`config.mk`:
```
export PLATFORM = sky130hd
export DESIGN_NAME = seq_chunk_adder
export DESIGN_NICKNAME = d
export VERILOG_FILES = /design/src/rtl/seq_add_pkg.sv /design/src/rtl/seq_chunk_adder_chunk_adder.sv /design/src/rtl/seq_chunk_adder.sv
export SDC_FILE = /design/constraint.sdc
export NUM_CORES = 1
export LEC_CHECK = 0
export CORE_MARGIN = 2
export CORE_UTILIZATION = 51
export CTS_CLUSTER_SIZE = 30
export DETAILED_ROUTE_END_ITERATION = 10
export MAX_ROUTING_LAYER = met4
export PLACE_DENSITY = 0.8
export RECOVER_POWER = 100
export SETUP_SLACK_MARGIN = 0.4
export SLEW_MARGIN = 25
export SYNTH_ARGS = -nofsm -noshare
export SYNTH_HDL_FRONTEND = slang
export SYNTH_SLANG_ARGS = --single-unit
export TNS_END_PERCENT = 20
```
`constraint.sdc`:
```
create_clock -name clk -period 5.8 [get_ports clk]
set_input_delay 0.58 -clock clk [delete_from_list [all_inputs] [get_ports clk]]
set_output_delay 0.58 -clock clk [all_outputs]
set_load 0.005 [all_outputs]
```
`src/rtl/seq_add_pkg.sv`:
```
// seq_add_pkg: shared definitions for the sequential chunked adder.
//   state_t   : controller states (IDLE, RUN, DONE)
//   DEF_WIDTH : default operand width
//   DEF_CHUNK : default slice width processed per clock
//   clog2()   : ceiling log2, used to size the slice index counter
package seq_add_pkg;

  typedef enum logic [1:0] {
    IDLE = 2'd0,
    RUN  = 2'd1,
    DONE = 2'd2
  } state_t;

  localparam int DEF_WIDTH = 32;
  localparam int DEF_CHUNK = 8;

  // Ceiling log2; returns 0 for n <= 1.
  function automatic int clog2(input int n);
    int r;
    int v;
    r = 0;
    v = n - 1;
    while (v > 0) begin
      r = r + 1;
      v = v >> 1;
    end
    return r;
  endfunction

endpackage

```
`src/rtl/seq_chunk_adder_chunk_adder.sv`:
```
// chunk_adder: combinational CHUNK-bit ripple-carry adder built from
// full-adder cells.
//   a, b  : slice operands
//   cin   : carry into bit 0
//   s     : slice sum
//   cout  : carry out of the slice MSB
//   cmsb  : carry into the slice MSB (for two's-complement overflow)
module chunk_adder
  import seq_add_pkg::*;
#(
  parameter int CHUNK = DEF_CHUNK
) (
  input  logic [CHUNK-1:0] a,
  input  logic [CHUNK-1:0] b,
  input  logic             cin,
  output logic [CHUNK-1:0] s,
  output logic             cout,
  output logic             cmsb
);

  logic [CHUNK:0] c;

  assign c[0] = cin;

  for (genvar i = 0; i < CHUNK; i++) begin : g_fa
    assign s[i]     = a[i] ^ b[i] ^ c[i];
    assign c[i + 1] = (a[i] & b[i]) | (c[i] & (a[i] ^ b[i]));
  end

  assign cout = c[CHUNK];
  assign cmsb = c[CHUNK-1];

endmodule

```
`src/rtl/seq_chunk_adder.sv`:
```
// seq_chunk_adder: WIDTH-bit adder that processes one CHUNK-bit slice per
// clock with a registered carry between slices.
//
// Optional feature macro: SEQADD_SUB_EN (adds the sub port, A - B mode).
//
// Ports:
//   clk, rst_n : clock, asynchronous active-low reset
//   start      : operation request
//   a, b, cin  : operands and carry-in, captured on the accepting edge
//   sub        : subtract select (only with SEQADD_SUB_EN)
//   busy       : slices are being processed
//   done       : one-cycle pulse, result valid
//   s          : sum, stable from done until the next accepting edge
//   cout       : carry out of the MSB (in subtract mode: 1 = no borrow)
//   ovf        : two's-complement overflow
//   dbg_state  : current controller state, for observation only
//
// Handshake: start is sampled only while busy=0 (IDLE or DONE); the edge
// that sees start=1 there is the accepting edge and latches a/b/cin(/sub).
// start while busy=1 is dropped, not queued. done is high for exactly the
// one cycle spent in DONE; holding start high through DONE issues the next
// operation on the edge that leaves DONE.
module seq_chunk_adder
  import seq_add_pkg::*;
#(
  parameter int WIDTH = DEF_WIDTH,
  parameter int CHUNK = DEF_CHUNK
) (
  input  logic             clk,
  input  logic             rst_n,
  input  logic             start,
  input  logic [WIDTH-1:0] a,
  input  logic [WIDTH-1:0] b,
  input  logic             cin,
`ifdef SEQADD_SUB_EN
  input  logic             sub,
`endif
  output logic             busy,
  output logic             done,
  output logic [WIDTH-1:0] s,
  output logic             cout,
  output logic             ovf,
  output state_t           dbg_state
);

  localparam int NCHUNK = WIDTH / CHUNK;
  localparam int IW     = (clog2(NCHUNK) < 1) ? 1 : clog2(NCHUNK);
  localparam logic [IW-1:0] LAST = IW'(NCHUNK - 1);

  if ((CHUNK < 1) || (CHUNK > WIDTH) || ((WIDTH % CHUNK) != 0)) begin : g_bad_cfg
    $error("seq_chunk_adder: WIDTH must be a positive multiple of CHUNK");
  end

  state_t            state;
  state_t            nstate;
  logic [IW-1:0]     idx;
  logic              carry;
  logic [WIDTH-1:0]  a_r;
  logic [WIDTH-1:0]  b_r;

  logic [CHUNK-1:0]  a_sl;
  logic [CHUNK-1:0]  b_sl;
  logic [CHUNK-1:0]  sum_sl;
  logic              cout_sl;
  logic              cmsb_sl;
  logic              accept;
  logic              last;

  // Operand capture values; in subtract mode B is inverted and the +1 of
  // the two's complement enters through the carry register.
  logic [WIDTH-1:0]  b_load;
  logic              c_load;

`ifdef SEQADD_SUB_EN
  assign b_load = sub ? ~b : b;
  assign c_load = sub ? 1'b1 : cin;
`else
  assign b_load = b;
  assign c_load = cin;
`endif

  assign accept = start && (state != RUN);
  assign last   = (idx == LAST);

  // Slice select from the captured operands.
  always_comb begin
    a_sl = '0;
    b_sl = '0;
    for (int i = 0; i < NCHUNK; i++) begin
      if (idx == IW'(i)) begin
        a_sl = a_r[i*CHUNK +: CHUNK];
        b_sl = b_r[i*CHUNK +: CHUNK];
      end
    end
  end

  chunk_adder #(
    .CHUNK (CHUNK)
  ) u_chunk (
    .a    (a_sl),
    .b    (b_sl),
    .cin  (carry),
    .s    (sum_sl),
    .cout (cout_sl),
    .cmsb (cmsb_sl)
  );

  // Next-state logic.
  always_comb begin
    nstate = state;
    case (state)
      IDLE:    if (start) nstate = RUN;
      RUN:     if (last)  nstate = DONE;
      DONE:    nstate = start ? RUN : IDLE;
      default: nstate = IDLE;
    endcase
  end

  always_ff @(posedge clk or negedge rst_n) begin
    if (!rst_n) begin
      state <= IDLE;
      idx   <= '0;
      carry <= 1'b0;
      a_r   <= '0;
      b_r   <= '0;
      s     <= '0;
      cout  <= 1'b0;
      ovf   <= 1'b0;
    end else begin
      state <= nstate;
      if (accept) begin
        a_r   <= a;
        b_r   <= b_load;
        carry <= c_load;
        idx   <= '0;
      end else if (state == RUN) begin
        for (int i = 0; i < NCHUNK; i++) begin
          if (idx == IW'(i)) s[i*CHUNK +: CHUNK] <= sum_sl;
        end
        carry <= cout_sl;
        idx   <= idx + 1'b1;
        if (last) begin
          cout <= cout_sl;
          ovf  <= cmsb_sl ^ cout_sl;
        end
      end
    end
  end

  assign busy      = (state == RUN);
  assign done      = (state == DONE);
  assign dbg_state = state;

endmodule
```
==> summary.txt, run 1 <==
Worst Max-Slew Pin Slew -> 2570 ps
Initial drt markers -> 193
Clock Latency Late Sink -> 370 ps
Top cell type's share of synthesized area -> 53.7%
Critical Path Start Type -> flip-flop
Outcome -> finished, violations left
Initial antenna violation count -> 0
Count of buffers inserted at the top-level ports -> 105
Dominant register cell in the synthesized netlist -> sky130_fd_sc_hd__dfrtp_1
Hold Violations, Final -> 0
Antenna violation net count after detailed routing -> 0
Routed len/inst -> 18.5 um
Total die area -> 10200 um2
Critical path endpoint category -> flip-flop
DRC -> 0
Library cell appearing most often on the critical path -> sky130_fd_sc_hd__fa_1
Unrepaired setup endpoints after global routing -> no
Relative slew margins -> -71.8%
Largest area contributor in the netlist -> sky130_fd_sc_hd__dfrtp_1
Distinct cell type count of the synthesized netlist -> 26
Minimum clock period after layout -> 5070 ps
Flop2flop setup slack -> 730 ps
Async SR Flop Fraction -> 100%
Summed instance area of the synthesized netlist -> 4800 um2
Syn Area/Cell -> 13.7 um2
Total Nets Final -> 531
Maximum number of pins on one net before global-route repair -> 65
Cell Area, Placed -> 5840 um2
Weighted congestion reported at the end of routability-driven placement -> 0.822
Die span in x -> 101 um
Peak fanout along the critical path -> 15
Power per cell area -> 637 nW/um2
Layout Utilization -> 63.4%
CTS H-tree depth -> 3
Smallest hold slack -> 481 ps
Register bit total from synthesis -> 103
Share of final-layout standard cells stronger than drive strength 1 -> 7.89%
Achievable clock frequency -> 197 MHz
Number of I/O pins -> 106
Vertical die dimension -> 101 um
Effective utilization at floorplan -> 52.2%
Number of gates given a new drive strength after cts -> 0
Final clock period utilization by the worst path -> 87.4%
Final clock skew -> 13.3 ps
Clock root buffer -> sky130_fd_sc_hd__clkbuf_8
Count of vias placed by the detailed router -> 3118
IR Drop Worst-Case VDD -> 302 uV
Total negative setup slack -> 0 ps
Core region area -> 9200 um2
Via count of the first global-routing pass -> 3169
Count of buffers added by post-CTS timing repair for setup -> 0
Pre-Repair DR Iteration Count -> 4
Failing checks -> max-capacitance violations, max-slew violations
Leftover overflow at the end of global routing -> 0
TritonCTS clock tree -> built
Required time reported for the critical path endpoint -> 6060 ps
Synthesized instance count -> 350
Floorplan row count -> 35
Arr. time, crit path -> 5330 ps
Post-CTS clock slew at the launch and capture registers of the worst setup and hold paths -> 90 ps
Leakage power -> 2.49 nW
Sequential cell area fraction in the yosys report -> 53.7%
Warnings, synthesis -> 0
Cell with the biggest individual delay on the critical path -> sky130_fd_sc_hd__nand2b_1
HPWL reported at the end of detailed placement -> 7.83 mm
Max-cap violations -> 2
Bufs on Longest Clock Path -> 2
Crit path kind -> flip-flop to flip-flop
Count of final max-slew check failures -> 116
Layout area overhead -> 21.6%
Inserted Clock Buffers -> 9
Overall fraction of global-route tracks in use -> 23.2%
Total inserted antenna cells -> 0
Overall routed net length -> 10.5 mm
Overall power consumption -> 3.72 mW
Global-route wire length before repair -> 17.3 mm
Number of clock sinks -> 103
Final cell area excluding filler cells -> 5830 um2
Number of vias per cell -> 5.50
HP Class -> flip-flop to flip-flop
Post-synth EDFFs -> 0
Total setup violations reported at the end of the flow -> 0
Leading post-synthesis cells by cell area -> sky130_fd_sc_hd__dfrtp_1 54%, sky130_fd_sc_hd__mux2_4 19%, sky130_fd_sc_hd__nand2_1 4.3%, sky130_fd_sc_hd__fa_1 3.3%, sky130_fd_sc_hd__mux2_2 3.3%
CTS Hold Bufs -> 0
Synthesized net count -> 430
Worst stage delay on the critical path -> 520 ps
Count of filler cells inserted in the layout -> 770
CP Cell Sequence -> ha_1 > nand2b_1 > o221ai_1 > fa_1 > fa_1 > fa_1 > fa_1 > fa_1 > inv_1 > fa_1 > inv_1 > fa_1 > inv_1 > fa_1 > mux2_2
[cell usage in the layout, fill, tap and decap left out, drive strengths merged]
cell	Yosys	final
bufinv	0	3
or3b	1	1
fa	8	8
inv	9	10
a31oi	4	4
clkbuf	7	11
nand2	56	56
o22ai	3	3
xor2	1	1
dlygate4sd3	0	39
clkinv	0	2
mux2	74	74
dfrtp	103	103
nand3b	8	8
nor2	2	2
clkdlybuf4s50	0	65
buf	12	3
nand2b	2	2
o221ai	12	12
nor2b	1	1
ha	4	4
mux2i	1	1
o211ai	12	12
clkinvlp	0	1
or3	1	1
o31ai	1	1
o21ai	28	28
[logic make-up after synthesis]
| group | count (synthesis) | synth area share, % |
|---|---|---|
| multiplexers | 75 | 22.3 |
| AND/OR/NAND/NOR | 71 | 6.99 |
| adder cells (fa/ha/maj) | 12 | 4.38 |
| buffers and inverters | 28 | 4.38 |
| flip-flops | 103 | 53.7 |
| XOR/XNOR | 1 | 0.183 |
| AO/OA/AOI/OAI | 60 | 8.06 |
[cells in the mapped netlist, types with 4 or more instances]
cell and count:
sky130_fd_sc_hd__dfrtp_1 103, sky130_fd_sc_hd__mux2_4 60, sky130_fd_sc_hd__nand2_1 55, sky130_fd_sc_hd__o21ai_0 28, sky130_fd_sc_hd__mux2_2 14, sky130_fd_sc_hd__o211ai_1 12, sky130_fd_sc_hd__o221ai_1 12, sky130_fd_sc_hd__inv_1 9
sky130_fd_sc_hd__fa_1 8, sky130_fd_sc_hd__nand3b_1 8, sky130_fd_sc_hd__clkbuf_1 7, sky130_fd_sc_hd__buf_12 6, sky130_fd_sc_hd__buf_2 6, sky130_fd_sc_hd__a31oi_1 4, sky130_fd_sc_hd__ha_1 4
[registers in the layout, summed over array words and instances, names as in the netlist]
name and count:
a_r 32, b_r 32, s 32, dbg_state 2
idx 2, carry 1, cout 1, ovf 1
[final timing paths]
kind,from,end,cells after the start
setup / recovery,idx[0]$_DFFE_PN0P_,s[15]$_DFFE_PN0P_,15
setup reg to reg,idx[0]$_DFFE_PN0P_,s[15]$_DFFE_PN0P_,15
hold reg to reg,s[22]$_DFFE_PN0P_,s[22]$_DFFE_PN0P_,2
min in group asynchronous,rst_n,s[21]$_DFFE_PN0P_,1
hold / removal,s[22]$_DFFE_PN0P_,s[22]$_DFFE_PN0P_,2
max in group asynchronous,rst_n,b_r[30]$_DFFE_PN0P_,2
[area by class of cell]
class | count | area (um2) | area share (%)
clock buffers | 9 | 124 | 2.12
repair buffers | 109 | 1070 | 18.4
flip-flops and latches | 103 | 2580 | 44.2
multi-input cells | 219 | 1770 | 30.3
inverters | 9 | 33.8 | 0.579
well taps | 111 | 139 | 2.38
clock inverters | 7 | 120 | 2.06
[routing by layer]
metal | up-vias | wire length (um) | track usage, %
met3 | 23 | 517 | 4.65
met5 | - | 0 | -
met2 | 116 | 5050 | 36.3
met1 | 1542 | 4670 | 30.7
met4 | 0 | 274 | 8.00
li1 | 1437 | - | -
[metrics by stage]
step	std cells	worst slack (ps)
floorplan	350	1100
global placement	551	926
detailed placement	551	766
CTS	567	757
global route	567	432
finish	567	731
[worst max-delay path, delay by kind of cell (launching register included)]
family / cells / cell delay (ps)
fa+ha+maj: 9 / 3290
simple gates: 1 / 520
compound gates: 1 / 260
mux: 1 / 280
flops: 1 / 400
buf+inv: 3 / 210
[report_power, final]
group | leakage [nW] | internal, mW | switching [mW]
sequential | 1.23 | 1.09 | 0.250
combinational | 1.14 | 0.879 | 0.959
clock | 0.120 | 0.288 | 0.249
total | 2.49 | 2.26 | 1.46
Note: power is estimated with default switching activity, not from simulation.
==> inputs of run 2 (changes only) <==
--- a/config.mk
+++ b/config.mk
@@ -5,6 +5,7 @@
 export SDC_FILE = /design/constraint.sdc
 export NUM_CORES = 1
 export LEC_CHECK = 0
+export CORE_ASPECT_RATIO = 0.6
 export CORE_MARGIN = 2
 export CORE_UTILIZATION = 51
 export CTS_CLUSTER_SIZE = 30
==> run 2 against run 1 <==
Compared with the run above: die area is 0.25% higher; sequential power hardly changed; wire length is 5.7% higher; the flow still finishes with violations (max-capacitance violations, max-slew violations); clock power is 12% higher; combinational power hardly changed; critical endpoint is now s[23]$_DFFE_PN0P_.
==> summary.txt, run 2 (same netlist as run 1, synthesis figures left out) <==
Flop2flop setup slack -> 680 ps
Worst Max-Slew Pin Slew -> 2680 ps
Hold EP -> s[0]$_DFFE_PN0P_
Number of clock sinks -> 103
Floorplan row count -> 27
Final clock skew -> 6.71 ps
Required time reported for the critical path endpoint -> 6030 ps
Most common cell after layout, fill and taps aside -> sky130_fd_sc_hd__dfrtp_1
Leftover overflow at the end of global routing -> 0
Final clock period utilization by the worst path -> 88.4%
Hold Violations, Final -> 0
Clock Latency Late Sink -> 350 ps
Count of vias placed by the detailed router -> 3146
Relative slew margins -> -78.8%
Switching power -> 1.50 mW
Inserted Clock Buffers -> 9
Total die area -> 10200 um2
Arr. time, crit path -> 5360 ps
Effective utilization at floorplan -> 52.4%
Start of the worst register-to-register path -> idx[0]$_DFFE_PN0P_
Met3 Resource Use GR -> 8.76%
Number of gates given a new drive strength after cts -> 0
Achievable clock frequency -> 195 MHz
Commonest cells after routing, fill and taps aside -> 103 x sky130_fd_sc_hd__dfrtp_1, 65 x sky130_fd_sc_hd__clkdlybuf4s50_1, 59 x sky130_fd_sc_hd__mux2_1
Count of final max-slew check failures -> 171
Vertical die dimension -> 79.1 um
Reg-to-reg endpoint -> s[23]$_DFFE_PN0P_
Post-route non-filler standard cell count -> 586
Critical path endpoint category -> flip-flop
CTS Hold Bufs -> 0
Switching power as a share of total power -> 39.3%
Met1 track utilization from global routing -> 34.7%
Multi-input gate area -> 1770 um2
Leakage power -> 2.51 nW
Failing checks -> max-capacitance violations, max-slew violations
Count of buffers added by post-CTS timing repair for setup -> 0
Global-route wire length before repair -> 17.5 mm
Sequential cell area -> 2580 um2
Crit path kind -> flip-flop to flip-flop
Die span in x -> 129 um
Relative contribution of sequential cells to total power -> 35.7%
Number of vias per cell -> 5.37
Largest registers -> a_r x32, b_r x32, s x32
Total setup violations reported at the end of the flow -> 0
Cell count after placement -> 570
Count of filler cells inserted in the layout -> 748
Bufs on Longest Clock Path -> 2
Via count of the first global-routing pass -> 3159
Clock root buffer -> sky130_fd_sc_hd__clkbuf_16
Part of the power in combinational logic -> 48.5%
Share of final-layout standard cells stronger than drive strength 1 -> 8.11%
Routed len/inst -> 19.0 um
TritonCTS clock tree -> built
HP Class -> flip-flop to flip-flop
Power per cell area -> 645 nW/um2
Peak fanout along the critical path -> 15
Layout area overhead -> 23.3%
Unrepaired setup endpoints after global routing -> no
Total Nets Final -> 531
Total negative setup slack -> 0 ps
Worst hold start -> s[0]$_DFFE_PN0P_
Max-cap violations -> 3
FF-to-FF path depth -> 16
Clk network pwr share -> 15.8%
Core region area -> 9160 um2
Outcome -> finished, violations left
Count of buffers inserted at the top-level ports -> 105
CTS H-tree depth -> 3
Number of I/O pins -> 106
HPWL reported at the end of detailed placement -> 8.29 mm
Hold depth -> 2
Most heavily used metal layer in global routing -> met1
Initial antenna violation count -> 0
Smallest hold slack -> 475 ps
Global-route met2 utilization -> 32.1%
Maximum number of pins on one net before global-route repair -> 72
Initial drt markers -> 276
Total inserted antenna cells -> 0
Antenna violation net count after detailed routing -> 0
Post-CTS clock slew at the launch and capture registers of the worst setup and hold paths -> 70 ps
Critical Path Start Type -> flip-flop
Minimum clock period after layout -> 5120 ps
Weighted congestion reported at the end of routability-driven placement -> 0.985
Overall fraction of global-route tracks in use -> 23.8%
Cell internal power dissipation -> 2.32 mW
IR Drop Worst-Case VDD -> 273 uV
Overall routed net length -> 11.1 mm
Critical path startpoint -> idx[0]$_DFFE_PN0P_
DRC -> 0
Pre-Repair DR Iteration Count -> 4
[run 2: critical path, cell delays in order, from the launching register on]
cell	delay (ps)
sky130_fd_sc_hd__dfrtp_1	390
sky130_fd_sc_hd__inv_1	100
sky130_fd_sc_hd__ha_1	240
sky130_fd_sc_hd__nand2b_1	410
sky130_fd_sc_hd__o221ai_1	260
sky130_fd_sc_hd__fa_1	470
sky130_fd_sc_hd__fa_1	420
sky130_fd_sc_hd__fa_1	390
sky130_fd_sc_hd__fa_1	400
sky130_fd_sc_hd__fa_1	390
sky130_fd_sc_hd__inv_1	80
sky130_fd_sc_hd__fa_1	150
sky130_fd_sc_hd__inv_1	50
sky130_fd_sc_hd__fa_1	420
sky130_fd_sc_hd__inv_1	90
sky130_fd_sc_hd__fa_1	450
sky130_fd_sc_hd__mux2_2	290
[run 2: worst max path at each step]
stage	endpoint	slack, ps	depth (start not counted)
2_1_floorplan	s[31]$_DFFE_PN0P_	1100	19
3_3_place_gp	s[31]$_DFFE_PN0P_	960	16
3_5_place_dp	s[23]$_DFFE_PN0P_	730	16
4_1_cts	s[23]$_DFFE_PN0P_	700	16
5_1_grt	s[23]$_DFFE_PN0P_	500	16
6_report	s[23]$_DFFE_PN0P_	680	16
[run 2: power groups by stage]
stage	sequential, mW	combinational (mW)	clock, mW
after floorplan	1.27	1.47	0
after global placement	1.37	2.02	0
after detailed placement	1.37	2.12	0
after CTS	1.37	2.13	0.610
after global routing	1.40	2.07	0.644
final	1.36	1.85	0.603
[run 2: metal layers]
layer  part of all wire (%)  up-vias
li1                       -     1432
met1                     49     1574
met2                     42      128
met3                    8.4       12
met4                   0.72        0
met5                      0        -
[run 2: cell type report]
class | count | share of cell area [%]
clock inverters | 7 | 1.25
well taps | 130 | 2.75
clock buffers | 9 | 3.81
multi-input cells | 219 | 29.9
repair buffers | 109 | 18.1
flip-flops and latches | 103 | 43.6
inverters | 9 | 0.571
[run 2: through the flow]
step           instance area [um2]  setup slack, ps  util (%)  total power [mW]
6_report                      5920              675      64.6              3.81
4_1_cts                       6160              700      67.3              4.11
2_1_floorplan                 4800             1100         -              2.74
3_5_place_dp                  5860              725      64.0              3.49
5_1_grt                       5920              498      64.6              4.11
3_3_place_gp                  5860              956      64.0              3.39
